--- src/rtl/ttl_scan_mux.sv ---
// ttl_scan_mux: registered N-channel selector with direct and auto-scan modes.
// Optional y_par output enabled by defining TTL_SCAN_MUX_PARITY_EN.
module ttl_scan_mux #(
  parameter int WIDTH    = 4,
  parameter int CHANNELS = 4,
  parameter int SEL_W    = 2,
  parameter int DWELL    = 1
) (
  input  logic                      clk,
  input  logic                      reset,
  input  logic                      enable_n,
  input  logic                      mode,
  input  logic [SEL_W-1:0]          sel,
  input  logic [CHANNELS*WIDTH-1:0] data,
  output logic [WIDTH-1:0]          y,
  output logic [SEL_W-1:0]          cur_sel,
  output logic                      y_valid,
`ifdef TTL_SCAN_MUX_PARITY_EN
  output logic                      y_par,
`endif
  output logic                      scan_wrap
);

  typedef enum logic [1:0] {
    DISABLED,
    DIRECT,
    SCAN
  } state_t;

  localparam logic [SEL_W:0]   NCH   = (SEL_W+1)'(CHANNELS);
  localparam logic [SEL_W-1:0] LAST  = SEL_W'(CHANNELS - 1);
  localparam logic [7:0]       DLAST = 8'(DWELL - 1);

  state_t           state, state_n;
  logic [7:0]       cnt, cnt_n;
  logic [SEL_W-1:0] nxt, cur_n;
  logic [WIDTH-1:0] y_n;
  logic             valid_n, wrap_n;

  function automatic logic [WIDTH-1:0] pick(
    input logic [SEL_W-1:0]          s,
    input logic [CHANNELS*WIDTH-1:0] d
  );
    logic [WIDTH-1:0] w;
    w = '0;
    for (int k = 0; k < CHANNELS; k++)
      if (s == SEL_W'(k))
        w = d[k*WIDTH +: WIDTH];
    return w;
  endfunction

  always_comb begin
    state_n = state;
    cnt_n   = cnt;
    nxt     = cur_sel;
    cur_n   = cur_sel;
    y_n     = '0;
    valid_n = 1'b0;
    wrap_n  = 1'b0;
    unique case (1'b1)
      enable_n: begin
        state_n = DISABLED;
      end
      (!enable_n && !mode): begin
        state_n = DIRECT;
        cnt_n   = '0;
        nxt     = sel;
        cur_n   = sel;
        if ({1'b0, sel} < NCH) begin
          y_n     = pick(sel, data);
          valid_n = 1'b1;
        end
      end
      (!enable_n && mode && state != SCAN): begin
        state_n = SCAN;
        cnt_n   = '0;
        nxt     = ({1'b0, sel} < NCH) ? sel : '0;
        cur_n   = nxt;
        y_n     = pick(nxt, data);
        valid_n = 1'b1;
      end
      default: begin
        if (cnt == DLAST) begin
          cnt_n  = '0;
          nxt    = (cur_sel == LAST) ? '0 : cur_sel + SEL_W'(1);
          wrap_n = (cur_sel == LAST);
        end else begin
          cnt_n = cnt + 8'd1;
          nxt   = cur_sel;
        end
        cur_n   = nxt;
        y_n     = pick(nxt, data);
        valid_n = 1'b1;
      end
    endcase
  end

  always_ff @(posedge clk or posedge reset) begin
    if (reset) begin
      state     <= DISABLED;
      cnt       <= '0;
      y         <= '0;
      cur_sel   <= '0;
      y_valid   <= 1'b0;
      scan_wrap <= 1'b0;
    end else begin
      state     <= state_n;
      cnt       <= cnt_n;
      y         <= y_n;
      cur_sel   <= cur_n;
      y_valid   <= valid_n;
      scan_wrap <= wrap_n;
    end
  end

`ifdef TTL_SCAN_MUX_PARITY_EN
  always_ff @(posedge clk or posedge reset) begin
    if (reset) y_par <= 1'b0;
    else       y_par <= ^y_n;
  end
`endif

endmodule
--- config.mk ---
export PLATFORM = sky130hd
export DESIGN_NAME = ttl_scan_mux
export DESIGN_NICKNAME = d
export VERILOG_FILES = /design/src/rtl/ttl_scan_mux.sv
export SDC_FILE = /design/constraint.sdc
export NUM_CORES = 1
export LEC_CHECK = 0
export CAP_MARGIN = 0
export CELL_PAD_IN_SITES_DETAIL_PLACEMENT = 0
export CELL_PAD_IN_SITES_GLOBAL_PLACEMENT = 2
export CORE_MARGIN = 4
export CORE_UTILIZATION = 35
export CTS_BUF_LIST = sky130_fd_sc_hd__clkbuf_16
export DETAILED_ROUTE_END_ITERATION = 7
export PLACE_DENSITY_LB_ADDON = 0.1
export SYNTH_ARGS = -nofsm -noshare
export SYNTH_HDL_FRONTEND = slang
export SYNTH_SLANG_ARGS = --single-unit
--- constraint.sdc ---
create_clock -name clk -period 4.7 [get_ports clk]
set_clock_uncertainty 0.15 [all_clocks]
set_input_delay 0.94 -clock clk [delete_from_list [all_inputs] [get_ports clk]]
set_output_delay 0.94 -clock clk [all_outputs]
set_load 0.01 [all_outputs]
==> run summary <==
DRT
-----------------------------------------------------------------------------------------
Total Routed Length                                                               2.71 mm
Avg Vias per Cell                                                                    5.48
Antenna viol nets, final                                                                0
Iteration-0 DRC Markers                                                                51
DRC errors left                                                                         0
WL per Instance                                                                   15.9 um
Via count of the routed design                                                        932
Total iterations of the first detailed-routing run                                      4

SYNTH
-----------------------------------------------------------------------------------------
Yosys warning total                                                                     0
Synthesized-area fraction occupied by and/or/nand/nor cells                         14.2%
Count of flip-flops with a built-in enable after synthesis                              0
Synth Net Count                                                                       121
Area contributors post-synth                                                 sky130_fd_sc_hd__dfrtp_1, sky130_fd_sc_hd__mux4_1, sky130_fd_sc_hd__mux4_2
Post-synth design cell area                                                      1230 um2
Compound-gate portion of the synthesized area                                       14.3%
Cell taking the most area after synthesis                                    sky130_fd_sc_hd__dfrtp_1
Largest family of logic cells by synthesized area                            multiplexers
Proportion of register bits with asynchronous set or reset after synthesis           100%
Yosys top cell area share                                                           36.5%
Mux contribution to synthesized area                                                25.3%
Xor and xnor area share after synthesis                                             1.42%
Adder-cell area share of the yosys netlist                                          3.05%
Share of synthesized area occupied by flip-flops and latches                        36.5%
Main synth FF type                                                           sky130_fd_sc_hd__dfrtp_1
Number of distinct library cells after synthesis                                       38
Post-Syn Area per Cell                                                           12.8 um2
Synthesis-stage register bit count                                                     18
Gate count after technology mapping                                                    96

PLACED DESIGN
-----------------------------------------------------------------------------------------
Cell count after placement                                                            166
Worst setup slack before clock tree synthesis                                     1380 ps
Gp weighted congestion                                                              0.728
Port Buf Inserts                                                                       29
Final HPWL DP                                                                     2.16 mm

CRITICAL PATH
-----------------------------------------------------------------------------------------
CP Max Fanout                                                                          16
Worst setup SP type                                                          primary input
Worst endpoint data arrival time                                                  3050 ps
Setup crit end kind                                                             flip-flop
Critical path capture point                                                        cnt[2]
Worst setup startpoint                                                               mode
Reg2Reg Setup Slack                                                               2410 ps
Cell depth of the worst flop-to-flop path                                               4
Start-to-end type of the worst setup path                                    primary input to flip-flop
Startpoint of the most critical register-to-register path                      cur_sel[0]
Crit path required time                                                           4710 ps
Reg-to-Reg End                                                                       y[2]

FLOORPLANNING
-----------------------------------------------------------------------------------------
Initial standard-cell utilization of the core                                       36.6%
Area enclosed by the die boundary                                                4530 um2
Width of the die                                                                  67.3 um
Core Box Area                                                                    3360 um2
Site row count                                                                         21
Boundary pin count                                                                     30
Die Height                                                                        67.3 um

WORST HOLD PATH
-----------------------------------------------------------------------------------------
Min-delay src                                                                      cnt[1]
Class of the worst hold path                                                 flip-flop to flip-flop

CLOCK TREE
-----------------------------------------------------------------------------------------
Clock tree buffer depth                                                                 2
Setup Fix Bufs, Post-CTS                                                                0
Number of gates given a new drive strength after cts                                    0
Hold bufs inserted after CTS                                                            0
Clock slew seen by the registers of the worst setup and hold paths                  50 ps
H-tree level count                                                                      1
Clock Root Buffer                                                            sky130_fd_sc_hd__clkbuf_16
Worst skew pair latency                                                            250 ps
Clock net sink count                                                                   18
Total clock buffers created by CTS                                                      3
TritonCTS clock tree                                                                 done

STA
-----------------------------------------------------------------------------------------
Hold violation count in the final report                                                0
Fin crit share                                                                      64.7%
Final Setup Violations                                                                  0
Sum of negative setup slack                                                          0 ps
Unrepaired setup endpoints after global routing                                        no
Actual slew at the worst max-slew pin                                              932 ps
Maximum clock rate                                                              0.329 GHz
Worst-case setup margin in the final layout                                       1660 ps
Pins over their slew limit                                                              0
Shortest clock period the worst path allows after layout                          3040 ps
Tightest slew margin relative to the limit                                          37.7%

PWR
-----------------------------------------------------------------------------------------
Cell internal power dissipation                                                  0.334 mW
Total Power Consumption                                                          0.430 mW
Part of the power in the clock network                                              38.8%
Share of power burned in combinational logic                                        22.0%
Leakage power                                                                    0.677 nW
Net switching power                                                             0.0969 mW
Fraction of power spent switching nets                                              22.5%
Power density over the cells                                                   267 nW/um2
Sequential power share                                                              39.2%
IR Drop Worst-Case VDD                                                             145 uV

GLOBAL ROUTE
-----------------------------------------------------------------------------------------
Maximum number of pins on one net before global-route repair                           19
Global-route wire length before repair                                            4.49 mm
All-Layer GR Usage                                                                  13.6%
Gr ovfl total                                                                           0
Via count of the first global-routing pass                                            965
Antenna violations before repair                                                        0

JOB
-----------------------------------------------------------------------------------------
Count of max-cap constraint violations                                                  0

FINISH
-----------------------------------------------------------------------------------------
Area used by multi-input combinational logic                                      718 um2
Number of filler cells placed in the layout                                           344
Sequential standard cell area                                                     450 um2
Non-Filler Instances                                                                  170
Ant diodes                                                                              0
Final net count                                                                       150
Commonest non-fill, non-tap cell in the layout                               sky130_fd_sc_hd__clkdlybuf4s50_1
Area Overhead vs Synth                                                              30.7%
Final core utilization                                                              47.9%
Top library cells by usage in the layout, fill and taps aside                sky130_fd_sc_hd__clkdlybuf4s50_1, sky130_fd_sc_hd__dfrtp_1, sky130_fd_sc_hd__mux4_1
Share of final-layout standard cells stronger than drive strength 1                 9.68%

OUTCOME
-----------------------------------------------------------------------------------------
Status                                                                       finished, final reports clean

-- layer usage --
metal  track usage (%)  vias up  share of wire (%)
met4              3.04        0               0.63
met2              23.8       21                 50
li1                  -      447                  -
met1              16.5      462                 44
met5                 0        -                  0
met3              3.66        2                5.1
-- stage by stage --
| stage | hold slack (ps) | cell area, um2 |
|---|---|---|
| 2_1_floorplan | 368 | 1230 |
| 3_3_place_gp | 426 | 1530 |
| 3_5_place_dp | 426 | 1530 |
| 4_1_cts | 434 | 1610 |
| 5_1_grt | 476 | 1610 |
| 6_report | 432 | 1610 |
-- critical path, cell delays in order --
cell and delay [ps]:
sky130_fd_sc_hd__clkdlybuf4s50_1 490, sky130_fd_sc_hd__nand3b_1 330, sky130_fd_sc_hd__a211oi_2 850, sky130_fd_sc_hd__or2b_1 290
sky130_fd_sc_hd__a31oi_1 150
-- cell type report --
type | instances | share of cell area [%]
Clock buffer | 3 | 4.66
Clock inverter | 1 | 0.233
Inverter | 4 | 0.932
Multi-Input combinational cell | 69 | 44.6
Sequential cell | 18 | 28.0
Tap cell | 46 | 3.57
Timing Repair Buffer | 29 | 18.0
-- registers in the layout (all words and copies together), names as in the netlist --
signal and cells:
cnt 8, y 4, cur_sel 2, state 2
scan_wrap 1, y_valid 1
-- cells in the mapped netlist (2+ instances only) --
cell type	number
sky130_fd_sc_hd__dfrtp_1	18
sky130_fd_sc_hd__mux4_1	8
sky130_fd_sc_hd__nand2_1	7
sky130_fd_sc_hd__nor2_1	5
sky130_fd_sc_hd__a221o_1	4
sky130_fd_sc_hd__and3_1	4
sky130_fd_sc_hd__mux4_2	4
sky130_fd_sc_hd__a21oi_1	3
sky130_fd_sc_hd__a22o_1	3
sky130_fd_sc_hd__a31oi_1	3
sky130_fd_sc_hd__ha_1	3
sky130_fd_sc_hd__inv_1	3
sky130_fd_sc_hd__o21ai_0	3
sky130_fd_sc_hd__buf_6	2
sky130_fd_sc_hd__nand3_1	2
sky130_fd_sc_hd__xor2_1	2
-- worst min path at each step --
| stage | to | slack, ps | cells after the start |
|---|---|---|---|
| finish | cnt[1] | 430 | 2 |
| detailed placement | cnt[2] | 430 | 1 |
| floorplan | cnt[2] | 370 | 1 |
| global route | cnt[5] | 480 | 1 |
| global placement | cnt[2] | 430 | 1 |
| CTS | cnt[2] | 430 | 1 |
-- power groups by stage --
stage / Sequential (mW) / Combinational [mW] / Clock [mW]
floorplan: 0.171 / 0.0557 / 0
global placement: 0.171 / 0.0956 / 0
detailed placement: 0.172 / 0.0959 / 0
CTS: 0.169 / 0.0961 / 0.171
global route: 0.170 / 0.102 / 0.180
finish: 0.169 / 0.0945 / 0.167
-- kinds of logic after synthesis --
logic type | Yosys count
buf+inv | 9
simple gates | 28
compound gates | 23
mux | 13
flops | 18
xor+xnor | 2
fa+ha+maj | 3
Power figures use the tool's default switching activity.
==> RTL change, RTL diff (config.mk and constraints unchanged) <==
The parameter `SEL_W` goes from 2 to 4.
--- a/src/rtl/ttl_scan_mux.sv
+++ b/src/rtl/ttl_scan_mux.sv
@@ -4,5 +4,5 @@
   parameter int WIDTH    = 4,
   parameter int CHANNELS = 4,
-  parameter int SEL_W    = 2,
+  parameter int SEL_W    = 4,
   parameter int DWELL    = 1
 ) (
Ports: changed (resized cur_sel and sel); port bits go from 30 to 34. No check against the original RTL was run, so the function may have changed too.
==> RTL change against the original RTL <==
Fmax rose by 0.44%. Largest cell class unchanged. Die area increased by 14%. Sequential cell count is 2 higher. Setup slack better by 0.013 ns. Clock power grew 41%. Power increased by 33%. Largest power group is now the clock network. Via count is 55% higher. Design area rose by 18%. Synthesized area is 15% higher. Routed wire length rose by 52%.
==> RTL change: results (changes against the original RTL) <==
** Synthesis
- The xor-xnor portion of the synthesized cell area came to 1.23% (was 1.42%).
- The main combinational cell family by area after synthesis is compound AO/OA/AOI/OAI gates (was multiplexers).
- The count of different cell masters after synthesis was 48 (was 38).
- The net count after synthesis is 198 (was 121).
- The multiplexer share of the synthesized area was 2.81% (was 25.3%).
- Synth Area in Adders :: 2.64% (was 3.05%)
- The fraction of the mapped netlist area in compound gates is 27.8% (was 14.3%).
- Cells taking the most area after synthesis :: sky130_fd_sc_hd__dfrtp_1 35%, sky130_fd_sc_hd__o21ai_0 5.6%, sky130_fd_sc_hd__nor2_1 5.5%, sky130_fd_sc_hd__a211oi_1 4.7%, sky130_fd_sc_hd__a21oi_1 3.9% (was sky130_fd_sc_hd__dfrtp_1 37%, sky130_fd_sc_hd__mux4_1 17%, sky130_fd_sc_hd__mux4_2 7.3%, sky130_fd_sc_hd__a221o_1 3.2%, sky130_fd_sc_hd__ha_1 3.0%)

** Timing
- Slew headroom :: 46.8% (was 37.7%)
- Final worst-path setup slack :: 1.67 ns (was 1.66 ns)

** Layout
- The antenna diode count is 0 (unchanged).
- Largest registers in the final layout :: cnt: 8 flops, cur_sel: 4 flops, y: 4 flops (was cnt: 8 flops, y: 4 flops)
- Final-layout fill cell count :: 357 (was 344)
- The total number of nets in the final design was 231 (was 150).

** Global route
- The met1 routing resource usage after global routing came to 22.9% (was 16.5%).
- Wire length of the first global-routing pass :: 6.58 mm (was 4.49 mm)
- The largest net degree at the start of global routing is 25 (was 19).
- GRT met3 Usage :: 2.38% (was 3.66%)
- The via count of the first global-routing pass is 1333 (was 965).
- The combined global-route utilization of all metal layers came to 16.0% (was 13.6%).

** Worst setup path
- The arrival time reported for the critical path endpoint came to 3.03 ns (was 3.05 ns).
- Gate family responsible for the most delay along the worst path :: buffers and inverters (was compound AO/OA/AOI/OAI gates)
- Peak per-stage delay on the critical path :: 0.81 ns (was 0.85 ns)
- Critical path's slowest cell :: sky130_fd_sc_hd__clkdlybuf4s50_1 (was sky130_fd_sc_hd__a211oi_2)
- Worst-case register-to-register setup slack :: 2.18 ns (was 2.41 ns)

** Place
- HPWL after DPL :: 3.08 mm (was 2.16 mm)
- Placed instance area :: 1790 sq um (was 1530 sq um)
- Gpl congestion :: 0.855 (was 0.728)
- The number of input and output port buffers inserted came to 33 (was 29).

** Power
- Peak supply drop :: 0.148 mV (was 0.145 mV)
- The cell leakage power was 0.795 nW (was 0.677 nW).

** Drt
- The detailed-router iteration count before antenna repair came to 4 (unchanged).
- The via total after detailed routing was 1443 (was 932).
- The met1 layer wirelength in the final routing was 1.99 mm (was 1.19 mm).
- Met2 WL post-DR :: 1.92 mm (was 1.37 mm)
- Per-cell routed wire length :: 16.4 um (was 15.9 um)
- Initial DRC count :: 113 (was 51)

** Worst hold path
- Worst hold path type :: flip-flop to flip-flop (unchanged)

** Outcome
- Status: complete, no violations (unchanged).
==> RTL change: changes by cell type after synthesis, sizes merged, moves of 3 or more <==
cell / change
a211oi: +8
a21oi: +8
a221o: -4
and3: +6
inv: +4
mux2i: +4
mux4: -12
nand2: +8
nor2: +15
nor2b: +3
o21ai: +15
o32ai: +3
==> RTL change: worst register-to-register path, cell delays in order (launching register included) <==
cell	delay (ns)
sky130_fd_sc_hd__dfrtp_1	0.50
sky130_fd_sc_hd__ha_1	0.26
sky130_fd_sc_hd__or3b_2	0.50
sky130_fd_sc_hd__nand4_1	0.32
sky130_fd_sc_hd__nand2_2	0.21
sky130_fd_sc_hd__a211oi_1	0.32
sky130_fd_sc_hd__o32ai_1	0.13
==> RTL change: report_power, final <==
group	switching, W	internal (W)
clock	0.0000660	0.000169
combinational	0.0000742	0.0000689
sequential	0.0000118	0.000182
==> RTL change: stage by stage <==
stage,std cells,hold slack (ns),util (%),total power (W)
after global routing,251,0.448,50.0,0.000599
after detailed placement,247,0.400,47.2,0.000340
after CTS,251,0.414,50.0,0.000576
final,251,0.421,50.0,0.000572
after global placement,247,0.390,47.2,0.000339
after floorplan,171,0.352,-,0.000275
==> RTL change: area by class of cell <==
type                    instances  area [sq um]  area share [%]
well taps                      48          60.1            3.16
clock inverters                 1          30.0            1.58
inverters                       7          26.3            1.38
flip-flops and latches         20           500            26.4
multi-input cells             139           876            46.1
repair buffers                 33           330            17.4
clock buffers                   3          75.1            3.96
==> RTL change: worst paths after layout <==
kind | start | endpoint | cells after the start
worst max-delay path | enable_n | y[3] | 5
worst min-delay path | cnt[1] | cnt[1] | 1
worst max register to register | cur_sel[0] | y[3] | 6
worst min register to register | cnt[1] | cnt[1] | 1
max in group asynchronous | reset | y[0] | 2
min in group asynchronous | reset | cur_sel[1] | 2
